==> src/rtl/sc_stream_decoder.sv <==
// sc_stream_decoder: counts 1s in a unipolar stochastic bitstream over a window of 2^N valid samples.
//   clock, reset (async, active-high); start begins a window; bit_in/bit_valid carry the stream;
//   busy is high while accumulating; res_valid/res_ready hand off res_ones (0..2^N) and
//   res_bip (signed 2*res_ones - 2^N).
module sc_stream_decoder #(
    parameter int N = 12
) (
    input  logic         clock,
    input  logic         reset,
    input  logic         start,
    input  logic         bit_in,
    input  logic         bit_valid,
    output logic         busy,
    output logic         res_valid,
    input  logic         res_ready,
    output logic [N:0]   res_ones,
    output logic [N+1:0] res_bip
);
    localparam logic [1:0] IDLE  = 2'd0;
    localparam logic [1:0] ACCUM = 2'd1;
    localparam logic [1:0] DONE  = 2'd2;
    localparam logic [N+1:0] HALF = {2'b01, N'(0)};

    logic [1:0]   state;
    logic [N:0]   ones_cnt;
    logic [N:0]   ones_nxt;
    logic [N-1:0] samp_cnt;

    assign ones_nxt = ones_cnt + (N+1)'(bit_in);

    always_ff @(posedge clock or posedge reset) begin
        if (reset) begin
            state     <= IDLE;
            busy      <= 1'b0;
            res_valid <= 1'b0;
            ones_cnt  <= '0;
            samp_cnt  <= '0;
            res_ones  <= '0;
            res_bip   <= '0;
        end else begin
            case (state)
                IDLE: if (start) begin
                    state    <= ACCUM;
                    busy     <= 1'b1;
                    ones_cnt <= '0;
                    samp_cnt <= '0;
                end
                ACCUM: if (start) begin
                    // restart discards this cycle's sample
                    ones_cnt <= '0;
                    samp_cnt <= '0;
                end else if (bit_valid) begin
                    ones_cnt <= ones_nxt;
                    samp_cnt <= samp_cnt + 1'b1;
                    if (&samp_cnt) begin
                        res_ones  <= ones_nxt;
                        res_bip   <= {ones_nxt, 1'b0} - HALF;
                        state     <= DONE;
                        busy      <= 1'b0;
                        res_valid <= 1'b1;
                    end
                end
                DONE: if (res_ready) begin
                    res_valid <= 1'b0;
                    state     <= start ? ACCUM : IDLE;
                    busy      <= start;
                    ones_cnt  <= '0;
                    samp_cnt  <= '0;
                end
                default: state <= IDLE;
            endcase
        end
    end
endmodule

==> config.mk <==
export PLATFORM = sky130hd
export DESIGN_NAME = sc_stream_decoder
export DESIGN_NICKNAME = d
export VERILOG_FILES = /design/src/rtl/sc_stream_decoder.sv
export SDC_FILE = /design/constraint.sdc
export NUM_CORES = 1
export LEC_CHECK = 0
export CAP_MARGIN = 0
export CORE_UTILIZATION = 35
export DETAILED_ROUTE_END_ITERATION = 7
export PLACE_DENSITY = 0.54
export SYNTH_ARGS = -nofsm -noshare
export SYNTH_HDL_FRONTEND = slang
export SYNTH_SLANG_ARGS = --single-unit
==> constraint.sdc <==
create_clock -name clock -period 2.6 [get_ports clock]
set_clock_uncertainty 0.1 [all_clocks]
set_input_delay 0.52 -clock clock [delete_from_list [all_inputs] [get_ports clock]]
set_output_delay 0.52 -clock clock [all_outputs]
set_load 0.01 [all_outputs]
# ---- After elaboration in Yosys (flattened, before gate mapping)
# Cells that the tools add are included.
dict set report classes {
  add_sub_neg 3
  n_eq_ne 8
  muxes 28
  bitwise_logic 1
  reduce_logical 9
}
# cell n
set ops {}
lappend ops {{13-bit 2-to-1 mux} 4}
lappend ops {{12-bit 2-to-1 mux} 4}
lappend ops {{13-bit case mux with 3 select lines} 1}
lappend ops {{12-bit case mux with 3 select lines} 1}
lappend ops {{15-bit AND reduction} 1}
lappend ops {{14-bit by 13-bit subtractor with 14-bit output (second input constant)} 1}
lappend ops {{13-bit by 1-bit adder with 13-bit output} 1}
lappend ops {{12-bit by 1-bit adder with 12-bit output (second input constant)} 1}
lappend ops {{12-bit AND reduction} 1}
lappend ops {{1-bit 2-to-1 mux} 10}
lappend ops {{2-bit 2-to-1 mux} 5}
lappend ops {{2-bit inequality test (second input constant)} 5}
lappend ops {{5-bit AND reduction} 2}
lappend ops {{2-bit case mux with 3 select lines} 1}
lappend ops {{6-bit AND reduction} 1}
lappend ops {{4-bit AND reduction} 1}
lappend ops {{3-bit inequality test (second input constant)} 1}
lappend ops {{1-bit case mux with 3 select lines} 1}
lappend ops {{3-bit nonzero test} 1}
lappend ops {{2-bit by 1-bit == test with 1-bit output (second input constant)} 1}
lappend ops {{2-bit == test (second input constant)} 1}
lappend ops {{2-bit zero test} 1}
lappend ops {{1-bit case mux with 2 select lines} 1}
lappend ops {{2-bit nonzero test} 1}
lappend ops {{1-bit inverter} 1}
dict set report totals {
  register_bits 56
  inputBits 6
  output_inout_bits 29
  wordCells 56
}

# ---- Logic depth before layout (Yosys ltp)
# Gate-level depths: netlist (run 1).
dict set report logic_depth {
  depth_word 5
  depth_mapped 8
}

# ---- Least setup slack after synthesis (run 1)
# OpenSTA, ideal clock, no wires.
dict set report synth_timing {
  kind {input port to flip-flop}
  from {in bit_in}
  to {reg ones_cnt[10]}
  setup_ps 121
  arrival_time_ps 1802
  required_ps 2379
  path_slack_ps 577
  cell_stages 8
  path_buffers 1
  path_cell_list {ha_1 ha_1 and2_1 buf_2 nand3_1 nor2_1 o21ai_0 a22o_1}
}
dict set report synth_between {
  elab_chain_len 4
}
# item line_no
set synth_rtl {}
lappend synth_rtl {{start, declared} 11} ;# input logic bit_in,
lappend synth_rtl {{13-bit by 1-bit adder with 13-bit output} 29} ;# assign ones_nxt = ones_cnt + (N+1)'(bit_in);
lappend synth_rtl {{13-bit 2-to-1 mux} 52} ;# end else if (bit_valid) begin
lappend synth_rtl {{13-bit 2-to-1 mux} 48} ;# ACCUM: if (start) begin
lappend synth_rtl {{13-bit case mux with 3 select lines} 41} ;# case (state)
lappend synth_rtl {{end signal, assigned} 53} ;# ones_cnt <= ones_nxt;
lappend synth_rtl {{end, declared} 25} ;# logic [N:0] ones_cnt;
# No other way between the ends. The select of a mux whose other input is x is not followed.
# A chain may end at the register's enable or synchronous reset.

# ---- Final worst setup path (run 1)
dict set report layout_timing {
  from {in bit_in}
  to {reg res_bip[13]}
}
dict set report layout_between {
  elab_chain_len 2
}
# item line_no
set layout_rtl {}
lappend layout_rtl {{13-bit by 1-bit adder with 13-bit output} 29}
lappend layout_rtl {{14-bit by 13-bit subtractor with 14-bit output} 57} ;# res_bip <= {ones_nxt, 1'b0} - HALF;
lappend layout_rtl {{end signal, assigned} 57}
lappend layout_rtl {{end, declared} 17} ;# output logic [N+1:0] res_bip
# No other way between the ends.

==> out/results.tsv, run 1 <==
metric	value	unit
FMAX	473	MHz
antenna violations before repair	0	
pwr/cell area	488	nW/um^2
cells after synthesis	246	
setup_tns	0	ns
vias in the first global route	1746	
die width	83.9	um
relative max-transition margin	0.618	
Synth Area per Inst	9.55	um^2
via count	1841	
Critical Path AT	2.21	ns
H-tree depth	2	
CTS Hold Bufs	0	
Core Util, Final	0.440	
worst reg-to-reg setup slack	0.56	ns
# diodes	0	
Die Area	7050	um^2
Synth-to-Final Area Change	20.2	%
Synth Register Bits	44	
Worst Reg-to-Reg Cells	6	
Post-CTS Setup Bufs	0	
worst-margin pin slew	0.573	ns
final setup fails	0	
Port Buf Inserts	33	
Design Area, Final	2830	um^2
period utilization	0.814	
Worst Hold Class	flop to flop	
# IOs	35	
hold worst-path end	res_bip[12]$_DFFE_PP0P_	
PostCTS Resize Cnt	0	
hold path startpoint	res_bip[12]$_DFFE_PP0P_	
Clock power frac	0.417	
leading area contributor after synthesis	dfrtp_1	
Placed Cells	344	
area of the multi-input gates	1070	um^2
Root Buffer	clkbuf_8	
First-pass DRT Iterations	7	
Post-Layout Cell Count	352	
Place WS	0.159	ns
area of the mapped netlist	2350	um^2
crit-path max FO	4	
Worst VDD drop	0.206	mV
Final min period	2.12	ns
post-synthesis sequential area ratio	0.469	
CTS Buf Count	5	
sw power	0.305	mW
# clock sinks	44	
Setup crit end kind	flop	
worst flop-to-flop path endpoint	res_ones[8]$_DFFE_PP0P_	
first-pass GRT wire length	8690	um
register area	1100	um^2
Overflow after GRT	0	
placed cell area	2700	um^2
Initial Util	0.366	
Layout Nets	283	
status	finished, violations left	
# DRC	8	
routed length per instance	13.8	um
Iteration-0 DRC Markers	91	
Final Hold Viols	0	
Pleak	1.19	nW
HPWL after detailed placement	3310	um
synth unique cells	44	
CTS tree	built	
failing checks	DRC	
Synth area leaders	dfrtp_1, nand2_1, o21ai_0	
combinational share of power	0.073	
Worst Path Required	2.69	ns
Crit Path Class	primary input to flop	
Routed WL	4880	um
CTS Buffer Depth	2	
share of post-route cells with drive strength above 1	0.120	
Slew Viols, Final	0	
Syn. warnings	0	
fillcell total	631	
GP Congestion	0.773	
row cnt	29	
Reg-to-Reg Start	samp_cnt[0]$_DFFE_PP0P_	
RSZ-0062 raised after global routing	no	
share of the synthesized area in the top cell type	0.469	
worst setup margin	0.484	ns
CP Launch Type	primary input	
post-route ant nets	0	
clock-pin slew on the worst setup and hold paths	0.09	ns
Core ar.	6420	um^2
Overall Global Routing Usage	0.154	
internal power	1.07	mW
pin count of the biggest net entering global routing	45	
syn nets	255	
max-cap viol count	0	
post-DR vias/cell	5.23	
sequential power share	0.510	
switching part of the total	0.221	
later-pin clock latency in the skew report	0.30	ns
Die Y	83.9	um
hold path cells	2	
## synthesized netlist by cell type
cell / count
o21ai_2: 6
o21a_2: 1
conb_1: 1
nor2_1: 15
nor3_1: 2
o21ai_1: 5
ha_1: 3
a21o_1: 2
dfrtp_1: 44
or3_1: 2
buf_6: 3
xnor2_1: 9
a21boi_0: 1
a22o_1: 5
o211ai_1: 1
o21ai_0: 20
a221oi_1: 1
xor2_1: 8
nor3_2: 1
nand2b_1: 2
clkbuf_1: 3
inv_1: 4
a21oi_1: 5
a21oi_2: 1
o31ai_1: 7
a31oi_1: 3
o21a_1: 2
nand3_1: 11
mux2i_1: 1
nand4_1: 5
and2_1: 1
and4bb_1: 1
and4_1: 2
o22ai_1: 1
or3_4: 1
o41ai_1: 1
or4b_4: 1
and3_1: 6
buf_4: 13
o32ai_2: 1
nand2_1: 37
o311ai_0: 1
nand3b_2: 1
buf_2: 5
## placed cells by master (no fill, tap or decap), types with 5 or more instances in the layout
master           count
a21oi_1              5
a22o_1               5
and3_1               6
buf_4               12
clkbuf_8             7
clkdlybuf4s50_1     33
dfrtp_1             44
nand2_1             37
nand3_1             11
nand4_1              5
nor2_1              15
o21ai_0             20
o21ai_1              5
o21ai_2              6
o31ai_1              7
xnor2_1              9
xor2_1               8
## worst max-delay path by stage
stage | start | to | cells past startpoint
floorplan | bit_in | ones_cnt[10]$_DFFE_PP0P_ | 8
finish | bit_in | res_bip[13]$_DFFE_PP0P_ | 9
global route | bit_in | res_bip[13]$_DFFE_PP0P_ | 7
CTS | bit_in | res_bip[13]$_DFFE_PP0P_ | 9
global placement | start | res_ones[8]$_DFFE_PP0P_ | 6
detailed placement | bit_in | res_bip[13]$_DFFE_PP0P_ | 9
## through the flow
step	power [mW]	hold slack [ns]
final	1.38	0.393
after floorplan	0.779	0.359
after global routing	1.44	0.403
after global placement	0.819	0.360
after detailed placement	0.820	0.362
after CTS	1.40	0.392
## critical path, cell delays in order
cell             delay (ns)
clkdlybuf4s50_1        0.41
ha_1                   0.22
ha_1                   0.19
buf_4                  0.14
a21boi_0               0.16
mux2i_1                0.10
o32ai_2                0.23
xnor2_1                0.15
o21ai_1                0.08
## metal layers
layer	up-vias	GRT usage	wire, um
li1	910	-	-
met1	885	0.214	2510
met4	0	0.0564	31
met2	44	0.235	2150
met5	-	0	0
met3	2	0.0356	182
## flip-flops by register name, indices dropped and copies added, names as in the netlist
| name | cells |
|---|---|
| busy | 1 |
| res_ones | 13 |
| res_valid | 1 |
| ones_cnt | 13 |
| res_bip | 2 |
| samp_cnt | 12 |
| state | 2 |
## power by group through the flow
stage | combinational, mW | sequential [mW] | clock [mW]
2_1_floorplan | 0.0647 | 0.714 | 0
3_3_place_gp | 0.101 | 0.717 | 0
3_5_place_dp | 0.102 | 0.717 | 0
4_1_cts | 0.103 | 0.704 | 0.599
5_1_grt | 0.114 | 0.706 | 0.619
6_report | 0.101 | 0.704 | 0.574
## cell families (layout without fill, tap and decap cells)
group	Yosys count	count (layout)	synth area share
compound gates	64	64	0.183
xor+xnor	17	17	0.0634
fa+ha+maj	3	3	0.0160
buf+inv	28	57	0.0777
flops	44	44	0.469
mux	1	1	0.00426
other cells	1	1	0.00160
simple gates	88	88	0.186
## cell type report
class                   instances  share of cell area
inverters                       4             0.00531
clock buffers                   7              0.0341
multi-input cells             174               0.377
clock inverters                 1              0.0106
flip-flops and latches         44               0.390
well taps                      77              0.0341
repair buffers                 45               0.149
Power figures use the tool's default switching activity.
==> run 2: changes to the inputs <==
==> constraint.sdc (replaced) <==
create_clock -name clock -period 2 [get_ports clock]
set_clock_uncertainty 0.1 [all_clocks]
set_input_delay 0.4 -clock clock [delete_from_list [all_inputs] [get_ports clock]]
set_output_delay 0.4 -clock clock [all_outputs]
set_load 0.01 [all_outputs]
==> run 2 against run 1 <==
Against the previous run:
- the flow still finishes with violations (DRC)
- non-clock buffer count rose by 14
- design area is 5.1% higher
- setup slack got worse by 0.40 ns
==> out/results.tsv, run 2 (synthesized netlist as in run 1, its figures left out) <==
metric	value	unit
status	finished, violations left	
failing checks	DRC	
Final Hold Viols	0	
Overflow after GRT	0	
max incr delay on CP	0.55	ns
worst setup margin	0.0832	ns
Final min period	1.92	ns
register area	1100	um^2
Placed Cells	358	
row cnt	29	
Worst Hold Class	primary input to async pin	
leading cell type in the layout, fill and taps excluded	dfrtp_1	
Layout Nets	297	
Critical Path AT	2.00	ns
worst reg-to-reg setup slack	0.16	ns
# diodes	0	
Port Buf Inserts	33	
worst flop-to-flop path endpoint	samp_cnt[9]$_DFFE_PP0P_	
# IOs	35	
CTS Buffer Depth	2	
Place WS	-0.304	ns
H-tree depth	2	
Crit path top cell by count	nand2_1	
Slew Viols, Final	0	
max-cap viol count	0	
area of the multi-input gates	1080	um^2
CP Buf/Inv Count	1	
CTS tree	built	
Setup crit end kind	flop	
Overall Global Routing Usage	0.152	
Worst VDD drop	0.277	mV
Root Buffer	clkbuf_8	
Routed WL	4950	um
Worst Reg-to-Reg Cells	5	
Reg-to-Reg Start	state[0]$_DFFE_PP0P_	
Iteration-0 DRC Markers	92	
via count	1868	
# DRC	8	
cells along the critical path	clkdlybuf4s50_1, and4bb_1, nand2_1, or3_4, nand2_1, o21ai_2	
Synth-to-Final Area Change	26.4	%
Post-Layout Cell Count	366	
share of post-route cells with drive strength above 1	0.180	
crit-path max FO	23	
vias in the first global route	1687	
most frequent cells in the layout	dfrtp_1, nand2_1, clkdlybuf4s50_1	
routed length per instance	13.5	um
CP Launch Type	primary input	
Die Area	7050	um^2
placed cell area	2830	um^2
post-route ant nets	0	
Initial Util	0.366	
Core ar.	6420	um^2
period utilization	0.958	
RSZ-0062 raised after global routing	no	
Pleak	1.26	nW
die width	83.9	um
FMAX	522	MHz
first-pass GRT wire length	8390	um
Design Power	1.81	mW
pwr/cell area	609	nW/um^2
CTS Buf Count	5	
pin count of the biggest net entering global routing	34	
First-pass DRT Iterations	6	
post-DR vias/cell	5.10	
Design Area, Final	2970	um^2
antenna violations before repair	0	
final setup fails	0	
later-pin clock latency in the skew report	0.29	ns
clock-pin slew on the worst setup and hold paths	0.09	ns
Die Y	83.9	um
fillcell total	609	
biggest regs	ones_cnt x13, res_ones x13, samp_cnt x12	
# clock sinks	44	
Top delay family on crit path	simple AND/OR/NAND/NOR gates	
Crit Path Class	primary input to flop	
GP Congestion	0.785	
Critical Path Slowest Stage Cell	or3_4	
Worst Path Required	2.09	ns
HPWL after detailed placement	3500	um
-- run 2: per-stage QoR --
step                      hold WS (ns)   util  setup TNS, ns
after floorplan                  0.359      -              0
after global placement           0.363  0.440          -4.13
after detailed placement         0.378  0.440          -4.65
after CTS                        0.282  0.460              0
after global routing             0.304  0.462              0
final                            0.279  0.462              0
-- run 2: cell type report --
class                   count  share of cell area
clock buffers               7              0.0324
clock inverters             1              0.0101
inverters                   4             0.00506
multi-input cells         174               0.364
flip-flops and latches     44               0.371
well taps                  77              0.0324
repair buffers             59               0.185
-- run 2: per-layer routing --
metal  up-vias  global-route usage  wire [um]
met5         -                   0          0
met3         7              0.0237        148
met1       886               0.221       2550
met2        37               0.226       2190
li1        938                   -          -
met4         0              0.0564         59
-- run 2: repair_timing --
action                     CTS  global route
resized for setup            0             6
hold buffers                 0             0
setup buffers                0             0
setup endpoints to repair    0            12
-- run 2: how the worst max path moves through the flow --
stage / slack (ns) / from / end / cells after the start
floorplan: 0.1 / bit_in / ones_cnt[10]$_DFFE_PP0P_ / 8
detailed placement: -0.30 / bit_in / res_ones[10]$_DFFE_PP0P_ / 9
CTS: 0.02 / bit_in / res_ones[10]$_DFFE_PP0P_ / 9
global placement: -0.28 / bit_in / res_ones[10]$_DFFE_PP0P_ / 9
finish: 0.08 / start / res_ones[3]$_DFFE_PP0P_ / 6
global route: 0.0006 / bit_in / ones_cnt[8]$_DFFE_PP0P_ / 9
-- run 2: power breakdown --
part / switching (mW) / total [mW] / internal (mW) / leakage [nW]
clock network: 0.305 / 0.746 / 0.441 / 0.0645
registers: 0.0148 / 0.916 / 0.901 / 0.608
logic: 0.0787 / 0.145 / 0.0668 / 0.589
